[src/rtl/clock_1_2_pkg.sv]
// Shared definitions for the clock_1 / clock_2 pattern generator:
// default period, counter-width helper and period legality check.
package clk12_pkg;

    // Default clock_1 period in system-clock cycles.
    localparam int CLK12_PERIOD_1_DEFAULT = 8;

    // Number of bits needed to hold a phase count of 0 .. period-1.
    function automatic int clk12_cnt_w(input int period);
        int w;
        w = 1;
        while ((1 << w) < period) begin
            w++;
        end
        return w;
    endfunction

    // A period is usable only when it splits into four equal quarter phases.
    function automatic bit clk12_period_legal(input int period);
        return (period >= 4) && ((period % 4) == 0);
    endfunction

endpackage

[src/rtl/clock_1_2_if.sv]
// Output bundle of the clock_1 / clock_2 generator.
// The strobe signals exist only when CLK12_STROBE_EN is defined.
interface clock_1_2_if;

    logic clock_1;
    logic clock_2;
`ifdef CLK12_STROBE_EN
    logic clock_1_rise;
    logic clock_2_fall;
`endif

`ifdef CLK12_STROBE_EN
    modport master (output clock_1, output clock_2, output clock_1_rise, output clock_2_fall);
    modport slave  (input  clock_1, input  clock_2, input  clock_1_rise, input  clock_2_fall);
`else
    modport master (output clock_1, output clock_2);
    modport slave  (input  clock_1, input  clock_2);
`endif

endinterface

[src/rtl/clock_1_2_toggle_divider.sv]
// Registered level that flips whenever its match input is true.
// Synchronous reset returns the level to 0 and overrides the match.
module toggle_divider (
    input  logic clock,
    input  logic reset,
    input  logic i_match,
    output logic o_level
);

    logic r_level;

    // Hold the level, invert it on a match, clear it on reset.
    always_ff @(posedge clock) begin
        if (reset) begin
            r_level <= 1'b0;
        end else if (i_match) begin
            r_level <= ~r_level;
        end
    end

    assign o_level = r_level;

endmodule

[src/rtl/clock_1_2.sv]
// Two-phase clock-pattern generator.
// clock_1 : square wave, period PERIOD_1 system cycles.
// clock_2 : square wave, period PERIOD_1/2, every clock_1 edge is a clock_2 rise.
// Optional feature macro: CLK12_STROBE_EN adds the registered strobes
// clock_1_rise and clock_2_fall on the interface.
module clock_1_2
    import clk12_pkg::*;
#(
    parameter int PERIOD_1 = CLK12_PERIOD_1_DEFAULT
) (
    input  logic          clock,
    input  logic          reset,
    clock_1_2_if.master   bus
);

    localparam int CNT_W = clk12_cnt_w(PERIOD_1);
    localparam int P     = PERIOD_1 / 4;

    // Phase counts at which a toggle is due: the last cycle of each quarter.
    localparam logic [CNT_W-1:0] C_Q1   = CNT_W'(1 * P - 1);
    localparam logic [CNT_W-1:0] C_Q2   = CNT_W'(2 * P - 1);
    localparam logic [CNT_W-1:0] C_Q3   = CNT_W'(3 * P - 1);
    localparam logic [CNT_W-1:0] C_Q4   = CNT_W'(4 * P - 1);
    localparam logic [CNT_W-1:0] C_LAST = CNT_W'(PERIOD_1 - 1);

    if (!clk12_period_legal(PERIOD_1)) begin : g_bad_period
        $error("clock_1_2: PERIOD_1 must be a multiple of 4 and at least 4");
    end

    logic [CNT_W-1:0] r_cnt;
    logic             w_match_1;
    logic             w_match_2;
    logic             w_clock_1;
    logic             w_clock_2;

    // Free-running phase counter, 0 .. PERIOD_1-1, restarted by reset.
    always_ff @(posedge clock) begin
        if (reset) begin
            r_cnt <= '0;
        end else if (r_cnt == C_LAST) begin
            r_cnt <= '0;
        end else begin
            r_cnt <= r_cnt + 1'b1;
        end
    end

    // clock_2 toggles at the end of every quarter; clock_1 at the end of
    // quarters 1 and 3, so each clock_1 edge lands on a clock_2 rise.
    always_comb begin
        w_match_2 = 1'b0;
        w_match_1 = 1'b0;
        w_match_2 = (r_cnt == C_Q1) || (r_cnt == C_Q2) ||
                    (r_cnt == C_Q3) || (r_cnt == C_Q4);
        w_match_1 = (r_cnt == C_Q1) || (r_cnt == C_Q3);
    end

    toggle_divider u_div_1 (
        .clock   (clock),
        .reset   (reset),
        .i_match (w_match_1),
        .o_level (w_clock_1)
    );

    toggle_divider u_div_2 (
        .clock   (clock),
        .reset   (reset),
        .i_match (w_match_2),
        .o_level (w_clock_2)
    );

    assign bus.clock_1 = w_clock_1;
    assign bus.clock_2 = w_clock_2;

`ifdef CLK12_STROBE_EN
    logic r_clock_1_rise;
    logic r_clock_2_fall;

    // Strobes are registered on the same edge as the level change they mark,
    // so each is high exactly in the cycle the new level first appears.
    always_ff @(posedge clock) begin
        if (reset) begin
            r_clock_1_rise <= 1'b0;
            r_clock_2_fall <= 1'b0;
        end else begin
            r_clock_1_rise <= w_match_1 && !w_clock_1;
            r_clock_2_fall <= w_match_2 &&  w_clock_2;
        end
    end

    assign bus.clock_1_rise = r_clock_1_rise;
    assign bus.clock_2_fall = r_clock_2_fall;
`endif

endmodule

[src/flat_wrapper.sv]
// flat-port wrapper written by rule: the top's interface ports become plain ports
module clock_1_2_flat import clk12_pkg::*;
#(
    parameter int PERIOD_1 = CLK12_PERIOD_1_DEFAULT
)
  (clock, reset, bus_clock_1, bus_clock_2);
  clock_1_2_if bus_i ();
  input  logic clock;
  input  logic reset;
  output wire logic [$bits(bus_i.clock_1)-1:0] bus_clock_1;
  output wire logic [$bits(bus_i.clock_2)-1:0] bus_clock_2;
  assign bus_clock_1 = bus_i.clock_1;
  assign bus_clock_2 = bus_i.clock_2;
  clock_1_2 #(.PERIOD_1(PERIOD_1)) u_core (.clock(clock), .reset(reset), .bus(bus_i));
endmodule
[config.mk]
export PLATFORM = sky130hd
export DESIGN_NAME = clock_1_2_flat
export DESIGN_NICKNAME = d
export VERILOG_FILES = /design/src/rtl/clock_1_2_pkg.sv /design/src/rtl/clock_1_2_if.sv /design/src/rtl/clock_1_2_toggle_divider.sv /design/src/rtl/clock_1_2.sv /design/src/flat_wrapper.sv
export SDC_FILE = /design/constraint.sdc
export NUM_CORES = 1
export LEC_CHECK = 0
export CORE_AREA = 2 2 39 41
export CTS_CLUSTER_SIZE = 28
export DETAILED_ROUTE_END_ITERATION = 12
export DIE_AREA = 0 0 41 43
export HOLD_SLACK_MARGIN = 0.05
export MAX_ROUTING_LAYER = met4
export RECOVER_POWER = 50
export SKIP_CTS_REPAIR_TIMING = 1
export SLEW_MARGIN = 0
export SYNTH_ARGS = -nofsm -noshare
export SYNTH_HDL_FRONTEND = slang
export SYNTH_HIERARCHICAL = 1
export SYNTH_SLANG_ARGS = --single-unit
[constraint.sdc]
create_clock -name clock -period 2.1 [get_ports clock]
set_clock_uncertainty 0.2 [all_clocks]
set_input_delay 0.21 -clock clock [delete_from_list [all_inputs] [get_ports clock]]
set_output_delay 0.21 -clock clock [all_outputs]
set_load 0.01 [all_outputs]
==> results of run 1 <==
## worst max-delay path by stage
stage                             endpoint  slack (ps)
finish              u_core/u_div_2/o_level         500
global route        u_core/u_div_2/o_level         410
CTS                 u_core/u_div_2/o_level         490
detailed placement  u_core/u_div_2/o_level         500
global placement    u_core/u_div_2/o_level         520
floorplan           u_core/u_div_2/o_level         570
## worst max-delay path, stage by stage (launching register included)
cell     delay [ps]
dfxtp_1         320
ha_1            220
ha_1            230
or3_1           330
xnor2_1         150
nor2_1           50
## routing by layer
metal | wire [um] | GRT usage [%] | vias up
met4 | 7 | 8.000 | 0
met5 | 0 | - | -
met1 | 157 | 6.431 | 67
li1 | - | - | 76
met3 | 15 | 3.141 | 2
met2 | 133 | 5.313 | 3
## logic make-up (layout without fill, tap and decap cells)
kind of cell,after synthesis,in the layout,synth area share (%)
xor gates and xnor gates,2,2,8.435
adders and majority gates,4,4,24.10
buffers and inverters,3,9,5.421
DFF,5,5,48.19
and+or+nand+nor,6,6,13.86
## metrics by stage
stage | hold WS (ps) | std cells | area [sq um] | power, mW | setup slack (ps)
after floorplan | 81.08 | 20 | 207.7 | 0.1392 | 573.5
after global placement | 254.1 | 38 | 254.0 | 0.1556 | 518.6
after detailed placement | 261.7 | 38 | 254.0 | 0.1571 | 500.9
after CTS | 268.5 | 42 | 280.3 | 0.2748 | 485.8
after global routing | 275.0 | 42 | 280.3 | 0.2860 | 413.9
final | 264.3 | 42 | 280.3 | 0.2664 | 496.3
## power breakdown
group          total, mW  internal (mW)  switching (mW)
registers          0.114          0.106         0.00703
clock network      0.112         0.0719          0.0401
logic             0.0409         0.0248          0.0161
total              0.266          0.203          0.0632
## registers in the layout, summed over array words and instances (netlist names)
signal	count
u_core/u_div_1/o_level	1
u_core/r_cnt	3
u_core/u_div_2/o_level	1
## cell usage in the layout, fill, tap and decap left out
cell type,n
or3_1,1
nor3_1,3
clkdlybuf4s50_1,3
dfxtp_1,5
clkbuf_1,1
xnor2_1,2
clkbuf_4,3
inv_1,2
nor2_1,2
ha_1,4
## layout make-up
type	count	area, sq um	area share (%)
clock buffers	4	26.28	9.375
inverters	2	7.507	2.679
multi-input cells	12	96.34	34.37
flip-flops and latches	5	100.1	35.71
well taps	16	20.02	7.143
repair buffers	3	30.03	10.71
==> metrics, run 1 <==
vias in the first global route around 150; largest area contributor in the netlist dfxtp_1; average size of a mapped cell a little over 10 sq um; Ys Warns 6; area grow syn2layout 34.94%; fraction of layout cells with a size suffix above 1 a little under an eighth; initial core utilization between 10% and 20%; GP Congestion 0.5810; Leak 0.1204 nW; Port Buffers 3; Max Clk Rate around 620 MHz; CP Capture Type flop; post-route setup TNS 0 ps; Root Driver clkbuf_4; clk slew on worst S/H paths roughly 50 ps; Pwr Density 950.5 mW/mm^2; Min Clock Period, post-route around 1600 ps; Starting DRT DRC Count 1; Post-synth top flop dfxtp_1; Critical Path Fanout Max 4; grt total ovfl 0; ant diodes 0; top post-synthesis cells by area dfxtp_1 (48%), ha_1 (24%), xnor2_1 (8.4%), nor3_1 (7.2%), inv_1 (3.6%); final hold violation count 0; clk sinks 5; All-Layer GR Usage 5.658%; setup violators final 0; num ports 4; top-count cell post-synth dfxtp_1; Slew Viols, Final 0; Remaining DRCs 0; worst skew pair latency approximately 240 ps; status finished clean; Mapped Cells 20; final worst-path cycle share about three quarters; number of distinct library cells after synthesis 8; maxcap violations 0; Crit. Startpoint u_core/r_cnt[0]; DR pass1 iterations 2; CP required just over 2000 ps; CP Data Arrival Time ~1500 ps; R2R setup slack ~500 ps; FF-to-FF End u_core/u_div_2/o_level; register bit total from synthesis 5; asr flop ratio synth 0%; Post-synth top cells dfxtp_1 (5), ha_1 (4), nor3_1 (3); CTS tree done; Min-Delay Path Class flop to flop; Slew HR slightly below 90%; DIE AREA roughly 0.0018 sq mm; synthesized cell area between 200 and 250 sq um; number of H-tree levels 1; die width between 40 and 50 um; Routed Antenna Nets 0; total number of vias 148; nets@finish 33; post-synthesis sequential area ratio between 40% and 50%; Die Ht about 43 um; hold depth 1; WS Path Type flop to flop; global-route wire length before repair between 500 and 600 um; core box area ~0.0014 sq mm; RSZ-0062 raised after global routing false; slew of the pin with the lowest slew margin about 180 ps; peak supply drop roughly 0.32 mV; Worst Hold Endpoint u_core/r_cnt[0]; largest net degree at the start of global routing 6; post-synth top area share ~48%; initial antenna violation count 0; DP Wirelength 233.1 um; Post-synth EDFFs 0; syn_nets 26; final core utilization between 20 and 25%; CTS buffer count 3; Routed Wire Length approximately 310 um; hold path startpoint u_core/r_cnt[0]; via/cell ratio 3.524; worst r2r src u_core/r_cnt[0]; routed len/inst approximately 7.5 um; Rows 14; Fill cells about 160; Worst setup SP type flop; Bufs on Longest Clock Path 2; Worst R2R Path Depth 5
No activity file was read; power rests on OpenSTA's default activity.
==> run 2: changes to the inputs <==
clock period = 1.6 ns   (was 2.1 ns; I/O delays follow)
==> run 2 against run 1 <==
Register-to-register slack got worse by 440 ps. Clock-buffer cell count is the same. Sequential cell count stayed put. Design area up 2.2%. Critical path depth stayed put. Setup slack worse by 440 ps. Wire length fell by 2.2%. Combinational power is 31% higher. Final cell count up 2.4%. Non-clock buffer count rose by 1. Hold slack better by 5.5 ps. Die area unchanged. Largest cell class unchanged. Highest routed layer is now met3.
==> metrics, run 2 (same netlist as run 1, synthesis figures left out) <==
CP Data Arrival Time 1470 ps (-60 ps); slew of the pin with the lowest slew margin 168.2 ps (-13.95 ps); CTS tree done; Port Buffers 3 (unchanged); die width 41 um (unchanged); Fill cells 147 (-5.2%); global-route wire length before repair 503 um (-13%); most common cell after layout, fill and taps aside dfxtp_1; total number of vias 144 (-2.7%); post-route setup TNS 0 ps (unchanged); R2R setup slack 60 ps (-440 ps); core box area 0.001384 sq mm (unchanged); Slew HR 88.75% (+0.93 points); Root Driver clkbuf_4; DR pass1 iterations 2 (unchanged); All-Layer GR Usage 5.139% (-0.52 points); Slew Viols, Final 0 (unchanged); Min-Delay Path Class flop to flop; grt total ovfl 0 (unchanged); Remaining DRCs 0 (unchanged); Worst R2R Path Depth 5 (unchanged); final worst-path cycle share 96.23% (+20 points); Starting DRT DRC Count 1 (unchanged); initial antenna violation count 0 (unchanged); CP required 1530 ps (-500 ps); ant diodes 0 (unchanged); vias in the first global route 137 (-9.9%); Die Ht 43 um (unchanged); final core utilization 20.71% (+0.45 points); worst r2r src u_core/r_cnt[0]; via/cell ratio 3.349 (-5.0%); CTS buffer count 3 (unchanged); maxcap violations 0 (unchanged); Rows 14 (unchanged); Routed Antenna Nets 0 (unchanged); clk slew on worst S/H paths 40 ps (about the same); initial core utilization 15.01% (unchanged); Bufs on Longest Clock Path 2 (unchanged); Leak 0.1193 nW (-0.86%); worst skew pair latency 240 ps (about the same); most frequent cells in the layout dfxtp_1 (5), clkbuf_4 (3), clkdlybuf4s50_1 (3), nor3_1 (3), ha_1 (3); hold path startpoint u_core/r_cnt[0]; nets@finish 34 (+3.0%); status finished clean; Routed Wire Length 307 um (-2.2%); Min Clock Period, post-route 1540 ps (-64.01 ps); peak supply drop 0.3941 mV (+23%); Crit. Startpoint u_core/r_cnt[0]; WS Path Type flop to flop; routed len/inst 7.140 um (-4.5%); number of H-tree levels 1 (unchanged); final hold violation count 0 (unchanged); Pwr Density 1217 mW/mm^2 (+28%); setup violators final 0 (unchanged); Max Clk Rate 649.5 MHz (+4.2%); num ports 4 (unchanged); clk sinks 5 (unchanged); max reg flops 3 (unchanged); Worst setup SP type flop; Largest Register u_core/r_cnt; Critical Path Fanout Max 3 (-1); DIE AREA 0.001763 sq mm (unchanged); area grow syn2layout 37.95%; FF-to-FF End u_core/u_div_2/o_level; Setup crit end u_core/u_div_2/o_level; CP Capture Type flop; RSZ-0062 raised after global routing false; GP Congestion 0.6288 (+8.2%); fraction of layout cells with a size suffix above 1 14.81% (+3.3 points); largest net degree at the start of global routing 6 (unchanged)
## run 2: changes by cell type in the layout (fill, tap and decap cells not counted)
cell / previous run / this run
clkbuf_1: 1 / 2
ha_1: 4 / 3
ha_2: 0 / 1
## run 2: layout make-up
class / count / area [sq um] / share of cell area [%]
flip-flops and latches: 5 / 100.1 / 34.93
multi-input cells: 12 / 98.84 / 34.50
repair buffers: 4 / 33.78 / 11.79
clock buffers: 4 / 26.28 / 9.170
well taps: 16 / 20.02 / 6.987
inverters: 2 / 7.507 / 2.620
## run 2: how the worst min path moves through the flow
stage                            to  slack, ps  depth (start not counted)
detailed placement  u_core/r_cnt[0]        260                          1
finish              u_core/r_cnt[0]        270                          1
CTS                 u_core/r_cnt[0]        260                          1
global placement    u_core/r_cnt[0]        240                          1
floorplan           u_core/r_cnt[0]         30                          1
global route        u_core/r_cnt[0]        300                          1
## run 2: critical path: stages, from the launching register on
cell and delay [ps]:
dfxtp_1 320, ha_2 190, ha_1 170, or3_1 350, xnor2_1 140, nor2_1 50
## run 2: metrics by stage
| step | cells | total power [mW] | hold WS [ps] | setup WS, ps | area (sq um) |
|---|---|---|---|---|---|
| CTS | 43 | 0.3583 | 264.5 | 13.85 | 287.8 |
| finish | 43 | 0.3487 | 269.8 | 60.29 | 286.5 |
| global placement | 39 | 0.2050 | 242.7 | 41.87 | 261.5 |
| detailed placement | 39 | 0.2062 | 258.2 | 22.99 | 261.5 |
| floorplan | 20 | 0.1827 | 31.08 | 73.54 | 207.7 |
| global route | 43 | 0.3763 | 297.3 | 3.371 | 286.5 |
## run 2: report_power, final
part,switching (mW),leakage (nW),internal (mW)
Sequential,0.00983,0.0414,0.140
Combinational,0.0206,0.0630,0.0328
Clock,0.0514,0.0150,0.0943
Total,0.0819,0.119,0.267
## run 2: layer usage
metal	part of all wire, %	up-vias	routed length [um]	track usage (%)
met1	47	64	143	4.808
li1	-	77	-	-
met3	5.2	0	16	3.141
met5	0	-	0	-
met4	0	0	0	8.000
met2	48	3	146	5.313
==> run 3: changes to the inputs <==
CTS_CLUSTER_DIAMETER = 30   (was default)
==> results of run 3 <==
Same layout as run 2: the final DEF is identical, and so are final timing and power.
